===== config.mk =====
export PLATFORM = sky130hd
export DESIGN_NAME = obstacle_spawner_flat
export DESIGN_NICKNAME = d
export VERILOG_FILES = /design/src/rtl/obstacle_spawner_if.sv /design/src/rtl/obstacle_spawner.sv /design/src/flat_wrapper.sv
export SDC_FILE = /design/constraint.sdc
export NUM_CORES = 1
export LEC_CHECK = 0
export ABC_AREA = 0
export BUFFER_PORTS_ARGS = -buffer_cell sky130_fd_sc_hd__buf_4
export CAP_MARGIN = 10
export CORE_MARGIN = 2
export CORE_UTILIZATION = 50
export DETAILED_ROUTE_END_ITERATION = 6
export MAX_ROUTING_LAYER = met4
export PLACE_DENSITY = 0.85
export SLEW_MARGIN = 10
export SYNTH_ARGS = -nofsm -noshare
export SYNTH_HDL_FRONTEND = slang
export SYNTH_SLANG_ARGS = --single-unit

===== constraint.sdc =====
create_clock -name clk -period 12.25 [get_ports clk]
set_input_delay 1.225 -clock clk [delete_from_list [all_inputs] [get_ports clk]]
set_output_delay 1.225 -clock clk [all_outputs]
set_load 0.02 [all_outputs]

===== src/rtl/obstacle_spawner_if.sv =====
// rtl/obstacle_spawner_if.sv - obstacle type package and spawner-to-slot bus interface

package obstacle_pkg;

    typedef enum logic [1:0] {
        NONE         = 2'd0,
        CACTUS_SMALL = 2'd1,
        CACTUS_LARGE = 2'd2,
        PTERODACTYL  = 2'd3
    } type_t;

endpackage

interface obstacle_spawner_if #(
    parameter int SLOT_COUNT = 3
);
    import obstacle_pkg::*;

    // Spawner-driven per-slot controls
    logic [SLOT_COUNT-1:0] start;
    type_t                 typ [SLOT_COUNT];
    logic [SLOT_COUNT-1:0] busy;

    // Obstacle-driven per-slot status
    logic [SLOT_COUNT-1:0] remove;
    logic signed [10:0]    x_pos [SLOT_COUNT];
    logic [9:0]            width [SLOT_COUNT];
    logic [10:0]           gap   [SLOT_COUNT];

    modport master (
        output start, typ, busy,
        input  remove, x_pos, width, gap
    );

    modport slave (
        input  start, typ, busy,
        output remove, x_pos, width, gap
    );

endinterface


===== src/rtl/obstacle_spawner.sv =====
// rtl/obstacle_spawner.sv - decides when and what obstacle to spawn into free slots; SPAWN_PTERO_EN enables pterodactyls

module obstacle_spawner
    import obstacle_pkg::*;
#(
    parameter int SLOT_COUNT = 3,
    parameter int MAX_DUP    = 2,
    parameter int MAX_REROLL = 8,
    parameter int GAME_WIDTH = 640
) (
    input  logic                clk,
    input  logic                rst,
    input  logic                run,
    input  logic                update,
    input  logic                crash,
    input  logic [14:0]         speed,
    input  logic [15:0]         random,
    obstacle_spawner_if.master  slots,
    output logic                crashed
);

    localparam int SW = (SLOT_COUNT > 1) ? $clog2(SLOT_COUNT) : 1;
    localparam int CW = $clog2(MAX_REROLL + 1);
    localparam logic [14:0] PTERO_MIN_SPEED = 15'd8704;
    localparam logic signed [12:0] RIGHT_EDGE = 13'(GAME_WIDTH);

    typedef enum logic [2:0] {
        IDLE,
        WAIT_TICK,
        SCAN,
        PICK,
        ARMED,
        CRASHED
    } state_t;

    state_t                state;
    logic [SLOT_COUNT-1:0] start_q;
    logic [SLOT_COUNT-1:0] busy_q;
    type_t                 typ_q [SLOT_COUNT];
    logic [SW-1:0]         last;
    logic [SW-1:0]         slot_sel;
    type_t                 cand;
    type_t                 hist [MAX_DUP];
    logic [CW-1:0]         reroll_cnt;

    logic [SW-1:0]         free_idx;
    logic                  any_free;
    logic signed [10:0]    last_x;
    logic [9:0]            last_w;
    logic [10:0]           last_g;
    logic signed [12:0]    reach;
    logic                  gap_ok;
    type_t                 pick;
    logic                  dup_all;
    logic                  ptero_bad;
    logic                  reject;
    logic                  fallback;

    assign slots.start = start_q;
    assign slots.busy  = busy_q;
    assign slots.typ   = typ_q;

    // Lowest-index free slot; scanning downwards leaves the smallest index last
    always_comb begin
        free_idx = '0;
        any_free = 1'b0;
        for (int i = SLOT_COUNT - 1; i >= 0; i--) begin
            if (!busy_q[i]) begin
                free_idx = SW'(i);
                any_free = 1'b1;
            end
        end
    end

    // Right edge of the newest obstacle plus its gap, signed so off-screen x works
    always_comb begin
        last_x = slots.x_pos[last];
        last_w = slots.width[last];
        last_g = slots.gap[last];
        reach  = $signed({{2{last_x[10]}}, last_x})
               + $signed({3'b000, last_w})
               + $signed({2'b00, last_g});
        gap_ok = (reach < RIGHT_EDGE);
    end

    // Candidate acceptance rules for the current random draw
    always_comb begin
        pick    = type_t'(random[1:0]);
        dup_all = 1'b1;
        for (int i = 0; i < MAX_DUP; i++) begin
            if (hist[i] != pick) begin
                dup_all = 1'b0;
            end
        end
`ifdef SPAWN_PTERO_EN
        ptero_bad = (pick == PTERODACTYL) && (speed < PTERO_MIN_SPEED);
`else
        ptero_bad = (pick == PTERODACTYL);
`endif
        reject   = (pick == NONE) || dup_all || ptero_bad;
        fallback = (reroll_cnt >= CW'(MAX_REROLL));
    end

    // Spawn FSM with registered start/typ/busy/crashed outputs
    always_ff @(posedge clk or negedge rst) begin
        if (!rst) begin
            state      <= IDLE;
            start_q    <= '0;
            busy_q     <= '0;
            crashed    <= 1'b0;
            last       <= '0;
            slot_sel   <= '0;
            cand       <= NONE;
            reroll_cnt <= '0;
            for (int i = 0; i < SLOT_COUNT; i++) begin
                typ_q[i] <= NONE;
            end
            for (int i = 0; i < MAX_DUP; i++) begin
                hist[i] <= NONE;
            end
        end else begin
            start_q <= '0;

            // Slot release; a same-cycle spawn into the slot below takes precedence
            for (int i = 0; i < SLOT_COUNT; i++) begin
                if (slots.remove[i]) begin
                    busy_q[i] <= 1'b0;
                end
            end

            if (crash) begin
                state   <= CRASHED;
                crashed <= 1'b1;
            end else begin
                case (state)
                    IDLE: begin
                        if (run && update) begin
                            state <= SCAN;
                        end
                    end

                    WAIT_TICK: begin
                        if (!run) begin
                            state <= IDLE;
                        end else if (update) begin
                            state <= SCAN;
                        end
                    end

                    SCAN: begin
                        if (!run) begin
                            state <= IDLE;
                        end else if ((busy_q == '0) || (any_free && gap_ok)) begin
                            state <= PICK;
                        end else begin
                            state <= WAIT_TICK;
                        end
                    end

                    PICK: begin
                        if (!run) begin
                            state      <= IDLE;
                            reroll_cnt <= '0;
                        end else if (fallback) begin
                            cand     <= CACTUS_SMALL;
                            slot_sel <= free_idx;
                            state    <= ARMED;
                        end else if (reject) begin
                            reroll_cnt <= reroll_cnt + CW'(1);
                        end else begin
                            cand     <= pick;
                            slot_sel <= free_idx;
                            state    <= ARMED;
                        end
                    end

                    ARMED: begin
                        if (!run) begin
                            state      <= IDLE;
                            reroll_cnt <= '0;
                        end else if (update) begin
                            start_q[slot_sel] <= 1'b1;
                            typ_q[slot_sel]   <= cand;
                            busy_q[slot_sel]  <= 1'b1;
                            last              <= slot_sel;
                            hist[0]           <= cand;
                            for (int i = 1; i < MAX_DUP; i++) begin
                                hist[i] <= hist[i-1];
                            end
                            reroll_cnt <= '0;
                            state      <= WAIT_TICK;
                        end
                    end

                    CRASHED: begin
                        state <= CRASHED;
                    end

                    default: begin
                        state <= IDLE;
                    end
                endcase
            end
        end
    end

endmodule


===== src/flat_wrapper.sv =====
// flat-port wrapper written by rule: the top's interface ports become plain ports
module obstacle_spawner_flat import obstacle_pkg::*;
#(
    parameter int SLOT_COUNT = 3,
    parameter int MAX_DUP    = 2,
    parameter int MAX_REROLL = 8,
    parameter int GAME_WIDTH = 640
)
  (clk, rst, run, update, crash, speed, random, crashed, slots_start, slots_typ, slots_busy, slots_remove, slots_x_pos, slots_width, slots_gap);
  obstacle_spawner_if #(.SLOT_COUNT(SLOT_COUNT)) slots_i ();
  input  logic clk;
  input  logic rst;
  input  logic run;
  input  logic update;
  input  logic crash;
  input  logic [14:0] speed;
  input  logic [15:0] random;
  output logic crashed;
  output wire logic [$bits(slots_i.start)-1:0] slots_start;
  output wire logic [$bits(slots_i.typ)-1:0] slots_typ;
  output wire logic [$bits(slots_i.busy)-1:0] slots_busy;
  input wire logic [$bits(slots_i.remove)-1:0] slots_remove;
  input wire logic [$bits(slots_i.x_pos)-1:0] slots_x_pos;
  input wire logic [$bits(slots_i.width)-1:0] slots_width;
  input wire logic [$bits(slots_i.gap)-1:0] slots_gap;
  assign slots_start = slots_i.start;
  assign slots_typ = {>>{slots_i.typ}};
  assign slots_busy = slots_i.busy;
  assign slots_i.remove = slots_remove;
  assign slots_i.x_pos = {>>{slots_x_pos}};
  assign slots_i.width = {>>{slots_width}};
  assign slots_i.gap = {>>{slots_gap}};
  obstacle_spawner #(.SLOT_COUNT(SLOT_COUNT), .MAX_DUP(MAX_DUP), .MAX_REROLL(MAX_REROLL), .GAME_WIDTH(GAME_WIDTH)) u_core (.clk(clk), .rst(rst), .run(run), .update(update), .crash(crash), .speed(speed), .random(random), .slots(slots_i), .crashed(crashed));
endmodule

After elaboration in Yosys (flattened, before gate mapping):

Index checks and enable logic that the tools add are counted.
Widths: inputs -> output; s select.

* output and inout bits: 13
* register bits: 30
* word-level logic and storage cells: 113
* input bits: 135

* add/sub/neg operators: 3
* mux-type cells: 55
* magnitude comparators: 7
* equality and inequality tests: 16
* bitwise operators: 4
* reductions and logical operators: 15

Operator list (number)
* $mux 3: 18
* $bmux 11 s2: 2
* $mux 11: 4
* $bmux 10 s2: 1
* $mux 10: 2
* $mux 4: 5
* $mux 2: 9
* $pmux 3 s6: 1
* $add 13x12->13: 1
* $lt 13x11->1 const B: 1
* $add 11x11->12: 1
* $reduce_and 4->1: 3
* $mux 1: 9
* $ne 4x4->1 const B: 2
* $pmux 4 s2: 1
* $bwmux 6: 1
* $eq 3x2->1 const B: 2
* $eq 3x3->1 const B: 2
* $ge 3x3->1 const B: 2
* $logic_not 3->1: 2
* $ne 3x2->1 const B: 2
* $ne 3x3->1 const B: 2
* $not 2->3: 2
* $ne 5x5->1 const B: 1
* 18 further kinds: 24

Longest topological paths before layout:

* depth in word-level cells: 13
* gate-level depth with buffers: 22
* mapped depth without buffers: 19

Worst setup path after synthesis:

OpenSTA, ideal clock, no wires.

* path kind: input -> register
* start: input port slots_width[0]
* end: register u_core.state[1]
* data arrival time: 4.268 ns
* buffers on the path: 0
* setup time: 0.101 ns
* slack: 7.881 ns
* required time: 12.149 ns
* stages on the path: 18
* cell sequence: mux2i_1 > o21ai_0 > ha_1 > fa_1 > a21o_1 > a21oi_1 > o21bai_1 > a21oi_1 > o21ai_0 > xor2_1 > ha_1 > a21oi_1 > nor2b_1 > o311ai_0 > nand2_1 > o21ai_0 > xor2_1 > o32ai_1

* longest elaborated chain between the ends: 12

RTL lines
* start, declared: line flat_wrapper.sv:24 `input wire logic [$bits(slots_i.width)-1:0] slots_width;`
* $bmux 10 s2: line obstacle_spawner.sv:78 `last_w = slots.width[last];`
* $mux 10 (implied by the code) (2 in a row): line obstacle_spawner.sv:78
* $add 11x11->12: line obstacle_spawner.sv:81 `+ $signed({3'b000, last_w})`
* $add 13x12->13: line obstacle_spawner.sv:82 `+ $signed({2'b00, last_g});`
* $lt 13x11->1: line obstacle_spawner.sv:83 `gap_ok = (reach < RIGHT_EDGE);`
* $logic_and 1x1->1: line obstacle_spawner.sv:153 `end else if ((busy_q == '0) || (any_free && gap_ok)) begin`
* $logic_or 1x1->1: line obstacle_spawner.sv:153
* $mux 2: line obstacle_spawner.sv:153
* $mux 3: line obstacle_spawner.sv:151 `if (!run) begin`
* $pmux 3 s6: line obstacle_spawner.sv:135 `case (state)`
* $mux 3: line obstacle_spawner.sv:131 `if (crash) begin`
* end signal, assigned: line obstacle_spawner.sv:132 `state <= CRASHED;`
* end signal, assigned: line obstacle_spawner.sv:152 `state <= IDLE;`
* end signal, assigned: line obstacle_spawner.sv:154 `state <= PICK;`
* end, declared: line obstacle_spawner.sv:36 `state_t state;`

No other way between the ends. The select of a mux whose other input is x is not followed.
A chain may end at the register's enable or synchronous reset.

Worst setup path after layout:

Ends and elaborated chain as after synthesis.

==> run summary <==
The tools report the number of distinct library cells after synthesis as 59. Across the routed clock network, the largest skew measured is 0.009898 ns. The run gives 752.0 sq um as the sequential cell area.

Clock tree synthesis found a total of 30 sinks. After layout, the minimum clock period comes to 4.595 ns. The maximum fanout along the worst path was 5. For the latest clock arrival within the worst-skew pair, the log shows 0.28 ns. The class of the tightest hold or removal check was flop to flop.

In this run the count of I/O pins placed on the die edge is 148. The logs give 7.75 ns for the worst setup slack for register-to-register paths and 4.77 ns for the arrival time of data at the critical path endpoint. Number of instances resized during post-cts repair: 0. The mean area per synthesized cell works out to 8.288 sq um. The area growth from synthesis to layout is 35.61%. The clock passes through at most 2 buffers.

Via-per-instance ratio: 5.624. The flow ran to the end, and the final reports show no timing, DRC or antenna violations. The net count of the mapped netlist is 513, and the fraction of registers with async set/reset is 100.0%. The number of search-and-repair iterations in the first detailed-routing pass is 4. The largest family of logic cells by synthesized area was simple AND/OR/NAND/NOR gates. The count of input and output buffers came out at 118. Hold repair after CTS inserted 0 buffers. For the pin with the worst max-slew slack, the measured transition is 0.5439 ns. The path with the worst hold slack has its endpoint at u_core.slots.typ[0]$_DFFE_PN0P_.

The H-tree was split into 2 levels. The overall die width is 80.61 um, and the maximum number of pins on one net before global-route repair is 35. The worst voltage drop across the vdd grid was 0.00005816 V.

By startpoint and endpoint, the worst setup path is classified as input port to flop. For this design the static power due to leakage is 1.770 nW. The floorplan step defined a core boundary enclosing 0.005574 sq mm.

The tools report the final sum of negative setup slack as 0 ns. The synthesized netlist devotes 10.49% of its cell area to adder and majority cells. The logs give 0 for the final number of max-transition violations and 217.6 MHz for the top achievable clock speed. Measured against its own limit, the worst slew margin works out to 63.74%. The routed length per instance came out at 14.10 um.

After synthesis the netlist holds a flip-flop and latch count of 30. The final layout contains routed wiring with a total length of 7.614 mm. Data on the critical path is required at its endpoint by 12.42 ns. For this run, the leading register cell type out of synthesis is sky130_fd_sc_hd__dfrtp_1. In the final layout, the multi-input gates occupy 0.002077 sq mm. The synthesized netlist occupies a cell area of 0.002934 sq mm. Along the worst hold path, the cell count comes to 2.

For the antenna diode count, the log shows 0. For the via count of the first global-routing pass, the log shows 3182. The Yosys step of the flow raised 0 warnings. For the worst hold margin, the log shows 0.4945 ns. The number of hold-slack violations in the final timing report is 0.

After synthesis, the share of cell area in mux cells is 13.60%. The initial core utilization is 52.64%. The basic-gate share of the synthesized area counting and, or, nand and nor cells was 21.75%. Setup repair after global routing left no endpoint under its margin. The critical register-to-register path startpoint is u_core.last[1]$_DFFE_PN0P_. After the first detailed-routing iteration, the DRC count stood at 167.

Compound-gate portion of the synthesized area: 21.58%. The ratio of cells with drive above 1 in the final layout works out to 31.41%. The count of nets left with antenna violations once routing finished came out at 0. Counting flops with a built-in enable in the synthesized netlist gives 0. The total via count after detailed routing was 3037. The die covers 0.006497 sq mm. Measured in cells, the most critical reg-to-reg path has a length of 19.

In this run, CTS created clock tree buffers numbering 5. Global routing finished with a remaining overflow of 0. The terminus of the critical flop-to-flop path is u_core.state[1]$_DFFE_PN0P_.

The cell count after synthesis came out at 354. The estimated wirelength of the detail-placed design is 6.080 mm, and the area share of xor/xnor cells in the synthesized design is 3.284%. The root buffer cell is sky130_fd_sc_hd__clkbuf_8. The run gives 71.38% as the final core utilization. Global-route wire length before repair: 12.82 mm.

STA classifies the critical path endpoint as a flop. Clock-pin slew was measured on the worst setup and hold paths at 0.07 ns. The category of the worst setup path launch point is an input port. TritonCTS built the clock tree. The number of setup buffers added after CTS was 0.

Floorplan die height: 80.61 um. After the last flow step, the layout net total stands at 626. The initial antenna violation count was 0. The logs give 416 for the layout filler cell count and 25.11% for the global-route usage over all layers. The logs give 25.59% for the sequential area share after synthesis and 0.9137 for the global placement routability congestion. The number of standard-cell rows in the floorplan is 27, and the power per standard cell area is 77.67 mW/mm^2.

The tools report the number of design rule violations left after detail routing as 0. The final worst-path cycle share was 37.51%; the count of max-cap constraint violations was 0. The startpoint identified for the worst hold timing path is u_core.slots.typ[0]$_DFFE_PN0P_.

Setup violations remaining at the end of the flow were counted as 0.
## area by class of cell
| type | count | share of cell area, % |
|---|---|---|
| flip-flops and latches | 30 | 18.90 |
| multi-input cells | 298 | 52.20 |
| clock buffers | 6 | 1.824 |
| repair buffers | 121 | 22.83 |
| well taps | 72 | 2.264 |
| inverters | 11 | 1.038 |
| clock inverters | 2 | 0.9434 |
## synthesized netlist by cell type (6+ instances only)
library cell,n,share of area [%]
sky130_fd_sc_hd__nand2_1,61,7.8
sky130_fd_sc_hd__o21ai_0,47,8.0
sky130_fd_sc_hd__mux2i_1,32,11
sky130_fd_sc_hd__dfrtp_1,30,26
sky130_fd_sc_hd__ha_1,23,9.8
sky130_fd_sc_hd__a21oi_1,20,3.4
sky130_fd_sc_hd__nor2_1,13,1.7
sky130_fd_sc_hd__inv_1,11,1.4
sky130_fd_sc_hd__clkbuf_1,8,1.0
sky130_fd_sc_hd__nor2b_1,8,1.7
sky130_fd_sc_hd__mux2_2,7,2.7
sky130_fd_sc_hd__xnor2_1,6,1.8
## cell usage in the layout, fill, tap and decap left out, types with 6 or more instances in the layout
cell type,netlist,layout
sky130_fd_sc_hd__a21oi_1,20,20
sky130_fd_sc_hd__buf_4,0,121
sky130_fd_sc_hd__dfrtp_1,30,29
sky130_fd_sc_hd__ha_1,23,23
sky130_fd_sc_hd__inv_1,11,11
sky130_fd_sc_hd__mux2_2,7,7
sky130_fd_sc_hd__mux2i_1,32,32
sky130_fd_sc_hd__nand2_1,61,61
sky130_fd_sc_hd__nor2_1,13,13
sky130_fd_sc_hd__nor2b_1,8,7
sky130_fd_sc_hd__o21ai_0,47,47
sky130_fd_sc_hd__xnor2_1,6,6
## cell families (layout without fill, tap and decap cells)
kind of cell | count (synthesis) | count (layout)
multiplexers | 39 | 39
AND/OR/NAND/NOR | 121 | 121
adder cells (fa/ha/maj) | 24 | 24
flip-flops | 30 | 30
XOR/XNOR | 11 | 11
buffers and inverters | 26 | 140
AO/OA/AOI/OAI | 103 | 103
## worst max-delay path, stage by stage
cell and delay, ns:
sky130_fd_sc_hd__buf_4 0.11, sky130_fd_sc_hd__mux2i_1 0.13, sky130_fd_sc_hd__o21ai_0 0.11, sky130_fd_sc_hd__ha_1 0.25, sky130_fd_sc_hd__fa_1 0.40, sky130_fd_sc_hd__a21o_1 0.17, sky130_fd_sc_hd__a21oi_1 0.21, sky130_fd_sc_hd__o21bai_1 0.09
sky130_fd_sc_hd__a21oi_1 0.21, sky130_fd_sc_hd__o21ai_0 0.20, sky130_fd_sc_hd__xor2_1 0.20, sky130_fd_sc_hd__ha_1 0.37, sky130_fd_sc_hd__a21oi_1 0.20, sky130_fd_sc_hd__nor2b_1 0.14, sky130_fd_sc_hd__o311ai_0 0.13, sky130_fd_sc_hd__nand2_1 0.12
sky130_fd_sc_hd__o21ai_0 0.12, sky130_fd_sc_hd__xor2_1 0.16, sky130_fd_sc_hd__o32ai_1 0.23
## where the power goes
part	switching, mW	internal, mW
sequential	0.00146	0.100
combinational	0.0516	0.0563
clock	0.0388	0.0607
total	0.0919	0.217
## metrics by stage
step                      cells  cell area, sq um  power, mW  setup WS [ns]
after floorplan             354              2934     0.1688          7.881
final                       540              3979     0.3090          7.655
after global placement      532              3869     0.2064          7.449
after detailed placement    532              3869     0.2105          7.416
after CTS                   540              3979     0.3092          7.664
after global routing        540              3979     0.3285          7.224
## flip-flops by register name (all words and copies together) (netlist names)
register	flops
u_core.cand	2
u_core.crashed	1
u_core.hist	4
u_core.last	2
u_core.reroll_cnt	4
u_core.slot_sel	2
u_core.slots.busy	3
u_core.slots.start	3
u_core.slots.typ	6
u_core.state	3
## metal layers
| metal | routed length [um] | GRT usage (%) | vias up |
|---|---|---|---|
| li1 | - | - | 1516 |
| met1 | 3166 | 27.55 | 1409 |
| met2 | 3869 | 46.50 | 104 |
| met3 | 498 | 4.719 | 8 |
| met4 | 79 | 6.441 | 0 |
| met5 | 0 | - | - |
## worst max path at each step
stage	startpoint	to	slack (ns)	cells after the start
5_1_grt	slots_width[0]	u_core.state[1]$_DFFE_PN0P_	7.22	19
2_1_floorplan	slots_width[0]	u_core.state[1]$_DFFE_PN0P_	7.88	18
3_5_place_dp	slots_width[0]	u_core.state[1]$_DFFE_PN0P_	7.42	19
4_1_cts	slots_width[0]	u_core.state[1]$_DFFE_PN0P_	7.66	19
6_report	slots_width[0]	u_core.state[1]$_DFFE_PN0P_	7.66	19
3_3_place_gp	slots_width[0]	u_core.state[1]$_DFFE_PN0P_	7.45	19
Note: power is estimated with default switching activity, not from simulation.
